<file path="src/rtl/conv_pkg.sv">
// Shared K=7 rate-1/2 convolutional code definitions for the encoder and the decoder's
// branch-metric unit.
package conv_pkg;

   localparam int unsigned  K  = 7;
   localparam logic [K-1:0] G0 = 7'o171;
   localparam logic [K-1:0] G1 = 7'o133;

   typedef enum logic [2:0] {
      StIdle,
      StReq,
      StWaitDv,
      StData,
      StTail
   } enc_state_t;

   // Window is {b, sr}; sr[K-2] is the most recent previous bit.
   function automatic logic [1:0] conv_sym(input logic b, input logic [K-2:0] sr);
      logic [K-1:0] w;
      w = {b, sr};
      return {^(w & G0), ^(w & G1)};
   endfunction

endpackage

</file>
<file path="src/rtl/conv_shift_reg.sv">
// K-1 bit encoder history register; advancing shifts the new bit in at the top.
module conv_shift_reg
   import conv_pkg::*;
(
   input  logic         i_clk,
   input  logic         i_rst,
   input  logic         i_adv,
   input  logic         i_bit,
   output logic [K-2:0] o_sr,
   output logic [K-2:0] o_sr_nxt
);

   assign o_sr_nxt = {i_bit, o_sr[K-2:1]};

   always_ff @(posedge i_clk or posedge i_rst) begin
      if (i_rst) begin
         o_sr <= '0;
      end else if (i_adv) begin
         o_sr <= o_sr_nxt;
      end
   end

endmodule

</file>
<file path="src/rtl/conv_encoder.sv">
// Reads fixed-length frames from a fifo, convolutionally encodes them MSB-first and appends
// K-1 zero tail bits; symbols leave through a valid/ready handshake.
module conv_encoder
   import conv_pkg::*;
#(
   parameter int unsigned DATA_WIDTH  = 8,
   parameter int unsigned FRAME_BYTES = 4
) (
   input  logic                  i_clk,
   input  logic                  i_rst,
   input  logic                  i_en,
   input  logic [DATA_WIDTH-1:0] i_fifo_data,
   input  logic                  i_fifo_dv,
   input  logic                  i_fifo_empty,
   output logic                  o_fifo_rd_en,
   output logic [1:0]            o_sym,
   output logic                  o_sym_valid,
   input  logic                  i_sym_ready,
   output logic                  o_sof,
   output logic                  o_eof,
   output logic                  o_busy
);

   localparam int unsigned BitW  = $clog2(DATA_WIDTH) + 1;
   localparam int unsigned ByteW = $clog2(FRAME_BYTES) + 1;
   localparam int unsigned TailW = $clog2(K) + 1;

   localparam logic [BitW-1:0]  LastBit  = BitW'(DATA_WIDTH - 1);
   localparam logic [ByteW-1:0] LastByte = ByteW'(FRAME_BYTES - 1);
   localparam logic [TailW-1:0] TailTop  = TailW'(K - 2);

   enc_state_t            state;
   logic [DATA_WIDTH-1:0] data_q;
   logic [BitW-1:0]       bit_cnt;
   logic [BitW-1:0]       nxt_idx;
   logic [ByteW-1:0]      byte_cnt;
   logic [TailW-1:0]      tail_cnt;
   logic                  accept;
   logic                  cur_bit;
   logic [K-2:0]          sr;
   logic [K-2:0]          sr_nxt;

   // Valid is only ever high in DATA or TAIL, so acceptance doubles as the shift strobe.
   assign accept  = o_sym_valid & i_sym_ready;
   assign nxt_idx = bit_cnt - 1'b1;
   assign cur_bit = (state == StData) ? data_q[bit_cnt[BitW-2:0]] : 1'b0;
   assign o_busy  = (state != StIdle);

   conv_shift_reg u_sr (
      .i_clk    (i_clk),
      .i_rst    (i_rst),
      .i_adv    (accept),
      .i_bit    (cur_bit),
      .o_sr     (sr),
      .o_sr_nxt (sr_nxt)
   );

   always_ff @(posedge i_clk or posedge i_rst) begin
      if (i_rst) begin
         state        <= StIdle;
         data_q       <= '0;
         bit_cnt      <= '0;
         byte_cnt     <= '0;
         tail_cnt     <= '0;
         o_fifo_rd_en <= 1'b0;
         o_sym        <= '0;
         o_sym_valid  <= 1'b0;
         o_sof        <= 1'b0;
         o_eof        <= 1'b0;
      end else begin
         o_fifo_rd_en <= 1'b0;
         unique case (state)
            StIdle: begin
               if (i_en && !i_fifo_empty) begin
                  byte_cnt <= '0;
                  state    <= StReq;
               end
            end
            StReq: begin
               if (!i_fifo_empty) begin
                  o_fifo_rd_en <= 1'b1;
                  state        <= StWaitDv;
               end
            end
            StWaitDv: begin
               if (i_fifo_dv) begin
                  data_q      <= i_fifo_data;
                  bit_cnt     <= LastBit;
                  o_sym       <= conv_sym(i_fifo_data[DATA_WIDTH-1], sr);
                  o_sym_valid <= 1'b1;
                  o_sof       <= (byte_cnt == '0);
                  state       <= StData;
               end
            end
            StData: begin
               if (accept) begin
                  o_sof <= 1'b0;
                  if (bit_cnt != '0) begin
                     bit_cnt <= nxt_idx;
                     o_sym   <= conv_sym(data_q[nxt_idx[BitW-2:0]], sr_nxt);
                  end else if (byte_cnt != LastByte) begin
                     byte_cnt    <= byte_cnt + 1'b1;
                     o_sym_valid <= 1'b0;
                     state       <= StReq;
                  end else begin
                     byte_cnt <= byte_cnt + 1'b1;
                     tail_cnt <= TailTop;
                     o_sym    <= conv_sym(1'b0, sr_nxt);
                     o_eof    <= (TailTop == '0);
                     state    <= StTail;
                  end
               end
            end
            StTail: begin
               if (accept) begin
                  if (tail_cnt == '0) begin
                     o_sym_valid <= 1'b0;
                     o_eof       <= 1'b0;
                     state       <= StIdle;
                  end else begin
                     tail_cnt <= tail_cnt - 1'b1;
                     o_sym    <= conv_sym(1'b0, sr_nxt);
                     o_eof    <= (tail_cnt == TailW'(1));
                  end
               end
            end
            default: state <= StIdle;
         endcase
      end
   end

endmodule

</file>
<file path="config.mk">
export PLATFORM = sky130hd
export DESIGN_NAME = conv_encoder
export DESIGN_NICKNAME = d
export VERILOG_FILES = /design/src/rtl/conv_pkg.sv /design/src/rtl/conv_shift_reg.sv /design/src/rtl/conv_encoder.sv
export SDC_FILE = /design/constraint.sdc
export NUM_CORES = 1
export LEC_CHECK = 0
export BUFFER_PORTS_ARGS = -buffer_cell sky130_fd_sc_hd__buf_4
export CAP_MARGIN = 10
export CORE_ASPECT_RATIO = 2
export CORE_MARGIN = 1
export CORE_UTILIZATION = 63
export DETAILED_ROUTE_END_ITERATION = 16
export PLACE_DENSITY = 0.86
export REMOVE_ABC_BUFFERS = 1
export SLEW_MARGIN = 0
export SYNTH_ARGS = -nofsm -noshare
export SYNTH_HDL_FRONTEND = slang
export SYNTH_SLANG_ARGS = --single-unit
</file>
<file path="constraint.sdc">
create_clock -name i_clk -period 5.4 [get_ports i_clk]
set_input_delay 0.54 -clock i_clk [delete_from_list [all_inputs] [get_ports i_clk]]
set_output_delay 0.54 -clock i_clk [all_outputs]
set_load 0.01 [all_outputs]
</file>
# [Yosys cells after proc, flatten, opt, wreduce, memory -nomap -nowiden]
# Index checks and enable logic that the tools add are counted.
[totals] ff_bits=34 in_bits=14 word_cells=114 output_inout_bits=7
[op_classes] n_mux=53 magnitude_cmp=2 bitwise_logic=1 eq_ne=18 addsub=3 n_reduce_logical=26
[op_table] op="7-bit XOR reduction" n=6
[op_table] op="3-bit two-way mux" n=11
[op_table] op="4-bit two-way mux" n=8
[op_table] op="1-bit two-way mux" n=18
[op_table] op="2-bit inequality test (second input constant)" n=9
[op_table] op="4-bit case mux with 2 select lines" n=2
[op_table] op="3-bit case mux with 5 select lines" n=1
[op_table] op="7-bit AND reduction" n=2
[op_table] op="2-bit two-way mux" n=6
[op_table] op="6-bit AND reduction" n=2
[op_table] op="3-bit by 4-bit < comparator with 1-bit output (second input constant)" n=2
[op_table] op="4-bit AND reduction" n=2
[op_table] op="4-bit by 1-bit subtractor with 4-bit output (second input constant)" n=2
[op_table] op="1-bit binary-select mux with 3-bit select" n=2
[op_table] op="3-bit by 2-bit equality test with 1-bit output (second input constant)" n=2
[op_table] op="3-bit zero test" n=2
[op_table] op="2-bit case mux with 3 select lines" n=1
[op_table] op="3-bit case mux with 2 select lines" n=1
[op_table] op="2-bit nonzero test" n=3
[op_table] op="3-bit nonzero test" n=2
[op_table] op="5-bit AND reduction" n=1
[op_table] op="4-bit by 1-bit equality test with 1-bit output (second input constant)" n=1
[op_table] op="4-bit zero test" n=1
[op_table] op="2-bit by 1-bit inequality test with 1-bit output (second input constant)" n=2
[op_table] op="13 further kinds" n=14

# [Longest topological paths before layout]
[depth] word_depth=8 mapped_depth=10 mapped_depth_nobuf=8

# [By module]
# Synthesis repeated with hierarchy kept, for this count alone.
[hier_totals] cells_unflattened=186 hier_area_um2=2023.2
[by_module_without_submodules] mod="conv_encoder" cells_per_inst=166 area_each_um2=1722.9 n_inst=1
[by_module_without_submodules] mod="conv_shift_reg" cells_per_inst=20 area_each_um2=300.3 n_inst=1

# [Worst setup path after synthesis]
# OpenSTA, ideal clock, no wires.
[synth_timing] kind="flip-flop to flip-flop" start="reg bit_cnt[0]" end="reg o_sym[0]" arrival_time_ns=2.203 setup_time_ns=0.125 n_path_buf=1 period_less_slack_ns=2.327 path_stages_with_launch=10 setup_slack_ns=3.073 cell_sequence="dfrtp_1 > buf_6 > inv_1 > ha_1 > mux4_1 > nor3b_1 > a31oi_4 > xnor2_1 > o221ai_1 > mux2_2"
[synth_between] elab_chain_cells=7 word_cells_on_any_way=10 classes_between="add/sub (1); eq/ne (1); mux (5); reduce/logical (3)"
[synth_lines] element="start: declaration" line="conv_encoder.sv:34" text="logic [BitW-1:0] bit_cnt;"
[synth_lines] element="start signal: assignment" line="conv_encoder.sv:88" text="bit_cnt <= LastBit;"
[synth_lines] element="start signal: assignment" line="conv_encoder.sv:99" text="bit_cnt <= nxt_idx;"
[synth_lines] element="4-bit by 1-bit subtractor with 4-bit output" line="conv_encoder.sv:45" text="assign nxt_idx = bit_cnt - 1'b1;"
[synth_lines] element="1-bit binary-select mux with 3-bit select" line="conv_encoder.sv:100" text="o_sym <= conv_sym(data_q[nxt_idx[BitW-2:0]], sr_nxt);"
[synth_lines] element="1-bit two-way mux (not written as such)" line="conv_encoder.sv:100"
[synth_lines] element="7-bit XOR reduction" line="conv_pkg.sv:21" text="return {^(w & G0), ^(w & G1)};"
[synth_lines] element="2-bit two-way mux" line="conv_encoder.sv:98" text="if (bit_cnt != '0) begin"
[synth_lines] element="2-bit two-way mux" line="conv_encoder.sv:96" text="if (accept) begin"
[synth_lines] element="2-bit case mux with 3 select lines" line="conv_encoder.sv:72" text="unique case (state)"
[synth_lines] element="end signal: assignment" line="conv_encoder.sv:89" text="o_sym <= conv_sym(i_fifo_data[DATA_WIDTH-1], sr);"
[synth_lines] element="end signal: assignment" line="conv_encoder.sv:100"
[synth_lines] element="end signal: assignment" line="conv_encoder.sv:108" text="o_sym <= conv_sym(1'b0, sr_nxt);"
[synth_lines] element="end: declaration" line="conv_encoder.sv:16" text="output logic [1:0] o_sym,"
# Several ways; a longest one is shown, not always the timed one. The select of a mux whose other input is x is not followed.
# A chain may end at the register's enable or synchronous reset.

# [Worst setup path after layout]
# Same ends and word-level chain as after synthesis.

==> results.md <==
- Post-Syn Area per Cell: between 9 and 10 um^2
- Worst hold slack: 0.338 ns
- Pin count of the biggest net entering global routing: 35
- Main synth FF type: dfrtp_1
- GRT Total Usage: 0.246
- Yosys Warn Count: 0
- Number of buffers created by CTS: 5
- Tightest Pin Transition: 0.602 ns
- WS Path Type: reg2reg
- Max Buffers Root-to-Sink: 2
- Count of unique library cells instantiated by Yosys: 51
- Initial core utilization: 0.655
- Grt met3 use: 0.0478
- N_diodes: 0
- Detailed Place HPWL: approximately 3 mm
- Clk Latency, worst-skew pair: between 0.2 and 0.3 ns
- Die H: between 80 and 90 um
- Cell Area, Synth: 2070 um^2
- Req. time, crit path: 5.58 ns
- Io pins: 21
- Post-CTS Hold Fix Bufs: 0
- Final ANT Viol Nets: 0
- Hold Path Class: in2async
- Post-DP Area: 2190 um^2
- Final nets: around 250
- Maximum vdd drop: 0.305 mV
- Vias/cell: about 6
- DIE AREA: 3530 um^2
- DRC: 0
- First-pass GRT wire length: 6.58 mm
- Layout cells sized above 1: 0.231
- Max-slew violation count: 0
- Fin cells: around 260
- WL/cell: 15.4 um
- DP Cell Count: 249
- Pwr Density: 517 nW/um^2
- Die W: approximately 43 um
- CP max FO: 8
- Final setup violating endpoints: 0
- Clock transition at the registers of the reported paths: approximately 0.07 ns
- Final hold violation count: 0
- Leak: 1.02 nW
- Element type at the critical path end: register
- Met2 usage in global routing: 0.432
- Register area share after synthesis: 0.412
- Global placer's final weighted congestion: around 0.8
- EDFF count, synth: 0
- Root Buffer: clkbuf_8
- Total grt overflow: 0
- Crit path launch type: register
- Share of flip-flops with an asynchronous set or reset: 1.00
- Max_slew headroom: 0.597
- Worst setup margin: ~2.8 ns
- Number of global-route vias before repair: 1531
- Worst clock skew: about 0.011 ns
- P&R area growth vs syn: 9.62%
- Post-CTS Setup Bufs: 0
- Max cap viols: 0
- CTS Sinks: 34
- Core area: 3160 um^2
- Vias: 1536
- Status: finished, final reports clean
- Drt first pass iters: 4
- Final instance area: 2270 um^2
- GR peak layer: met2
- Cell row count: 29
- CTS H-Tree Depth: 2
- Flops & latches, synth: 34
- Syn Inst Count: 207
- Resize count post-CTS: 0
- Antenna violations before repair: 0
- Initial detailed-routing violation count: between 60 and 70
- GR Layer Usage met1: 0.266
- Dpl ws: between 2 and 3 ns
- Final Cycle Share: 0.474
- Post-Route WL: around 3.9 mm
- Fin crit period: about 2.6 ns
- Worst endpoint data arrival time: approximately 2.7 ns
- CTS tree: built
- Fmax: just under 0.4 GHz
- Port-buffer cells: 20
- Setup tns final: 0 ns
- RSZ-0062 raised after global routing: no
==> Yosys cell counts, types with 2 or more instances <==
cell type | number | share of area
xor2_1 | 2 | 0.0085
o31ai_1 | 2 | 0.0073
nor3b_2 | 2 | 0.012
o21ai_0 | 11 | 0.027
o22ai_1 | 3 | 0.0091
buf_2 | 2 | 0.0048
mux4_1 | 2 | 0.025
buf_6 | 2 | 0.011
inv_1 | 15 | 0.027
buf_4 | 5 | 0.018
nor2b_1 | 3 | 0.0091
nand2_1 | 24 | 0.044
nand2b_1 | 4 | 0.012
xnor2_1 | 8 | 0.034
or4_4 | 2 | 0.011
nor3_1 | 4 | 0.0097
a21oi_1 | 5 | 0.012
nor2_2 | 2 | 0.0061
mux2_2 | 11 | 0.060
ha_1 | 7 | 0.042
xor2_2 | 2 | 0.016
nor4_1 | 3 | 0.0091
nand3_1 | 8 | 0.019
dfrtp_1 | 34 | 0.41
a31oi_1 | 2 | 0.0061
o21ai_1 | 2 | 0.0048
nand3b_1 | 2 | 0.0073
nor2_1 | 15 | 0.027
==> layer usage <==
metal	vias up	wire, um
li1	754	-
met2	41	2240
met5	-	0
met3	8	132
met4	0	85
met1	733	1490
==> report_power, final <==
part	switching, W	internal, W
combinational	0.000272	0.000286
clock	0.0000886	0.0000887
sequential	0.000100	0.000334
==> through the flow <==
step	utilization	power [W]
floorplan	-	0.000860
finish	0.718	0.00117
global placement	0.694	0.000970
CTS	0.718	0.00117
global route	0.718	0.00124
detailed placement	0.694	0.000997
==> registers in the layout (all words and copies together), names as in the netlist <==
signal	count
bit_cnt	4
data_q	8
o_fifo_rd_en	1
u_sr.o_sr	6
o_eof	1
state	3
o_sym	2
byte_cnt	3
o_sof	1
tail_cnt	4
o_sym_valid	1
==> critical path, stage by stage (launching register included) <==
cell	delay, ns
dfrtp_1	0.50
inv_1	0.14
ha_1	0.37
mux4_1	0.55
nor3b_1	0.17
a31oi_4	0.19
xnor2_1	0.13
o221ai_1	0.13
mux2_2	0.27
==> cells by family (layout without fill, tap and decap cells) <==
group / count (synthesis) / in the layout / share of synthesized area
AOI/OAI and AO/OA: 38 / 38 / 0.134
xor gates and xnor gates: 12 / 12 / 0.0581
adders and majority gates: 7 / 7 / 0.0424
buffers and inverters: 25 / 43 / 0.0630
DFF: 34 / 34 / 0.412
muxes: 14 / 14 / 0.0962
and+or+nand+nor: 77 / 77 / 0.194
==> path summary, 6_finish.rpt <==
kind / start / to / slack, ns / cells after the start
setup / recovery: bit_cnt[0]$_DFFE_PP0P_ / o_sym[0]$_DFFE_PP0P_ / 2.84 / 8
hold / removal: i_rst / byte_cnt[2]$_DFFE_PP0P_ / 0.34 / 3
setup reg to reg: bit_cnt[0]$_DFFE_PP0P_ / o_sym[0]$_DFFE_PP0P_ / 2.84 / 8
hold reg to reg: o_eof$_DFFE_PP0P_ / o_eof$_DFFE_PP0P_ / 0.49 / 2
max in group asynchronous: i_rst / u_sr.o_sr[2]$_DFFE_PP0P_ / 4.74 / 3
min in group i_clk: i_fifo_empty / o_fifo_rd_en$_DFF_PP0_ / 0.42 / 2
==> cell usage in the layout, fill, tap and decap left out, drive strengths merged, types with 3 or more instances in the layout <==
cell | netlist | routed
nor3 | 4 | 4
nand2b | 4 | 4
a21oi | 6 | 6
o21ai | 13 | 13
buf | 9 | 21
xor2 | 4 | 4
dfrtp | 34 | 34
o31ai | 3 | 3
mux2 | 11 | 11
nor4 | 3 | 3
a31oi | 3 | 3
xnor2 | 8 | 8
nand2 | 24 | 24
nand3 | 8 | 8
nor2b | 3 | 3
nor3b | 3 | 3
mux4 | 3 | 3
inv | 15 | 15
nor2 | 17 | 17
o22ai | 3 | 3
clkbuf | 1 | 7
ha | 7 | 7
==> final cells by class <==
| cell class | instances | area, um^2 |
|---|---|---|
| inverters | 15 | 56.3 |
| repair buffers | 21 | 158 |
| well taps | 31 | 38.8 |
| flip-flops and latches | 34 | 851 |
| fillers | 244 | 891 |
| multi-input cells | 148 | 1090 |
| clock buffers | 7 | 76.3 |
Note: power is estimated with default switching activity, not from simulation.
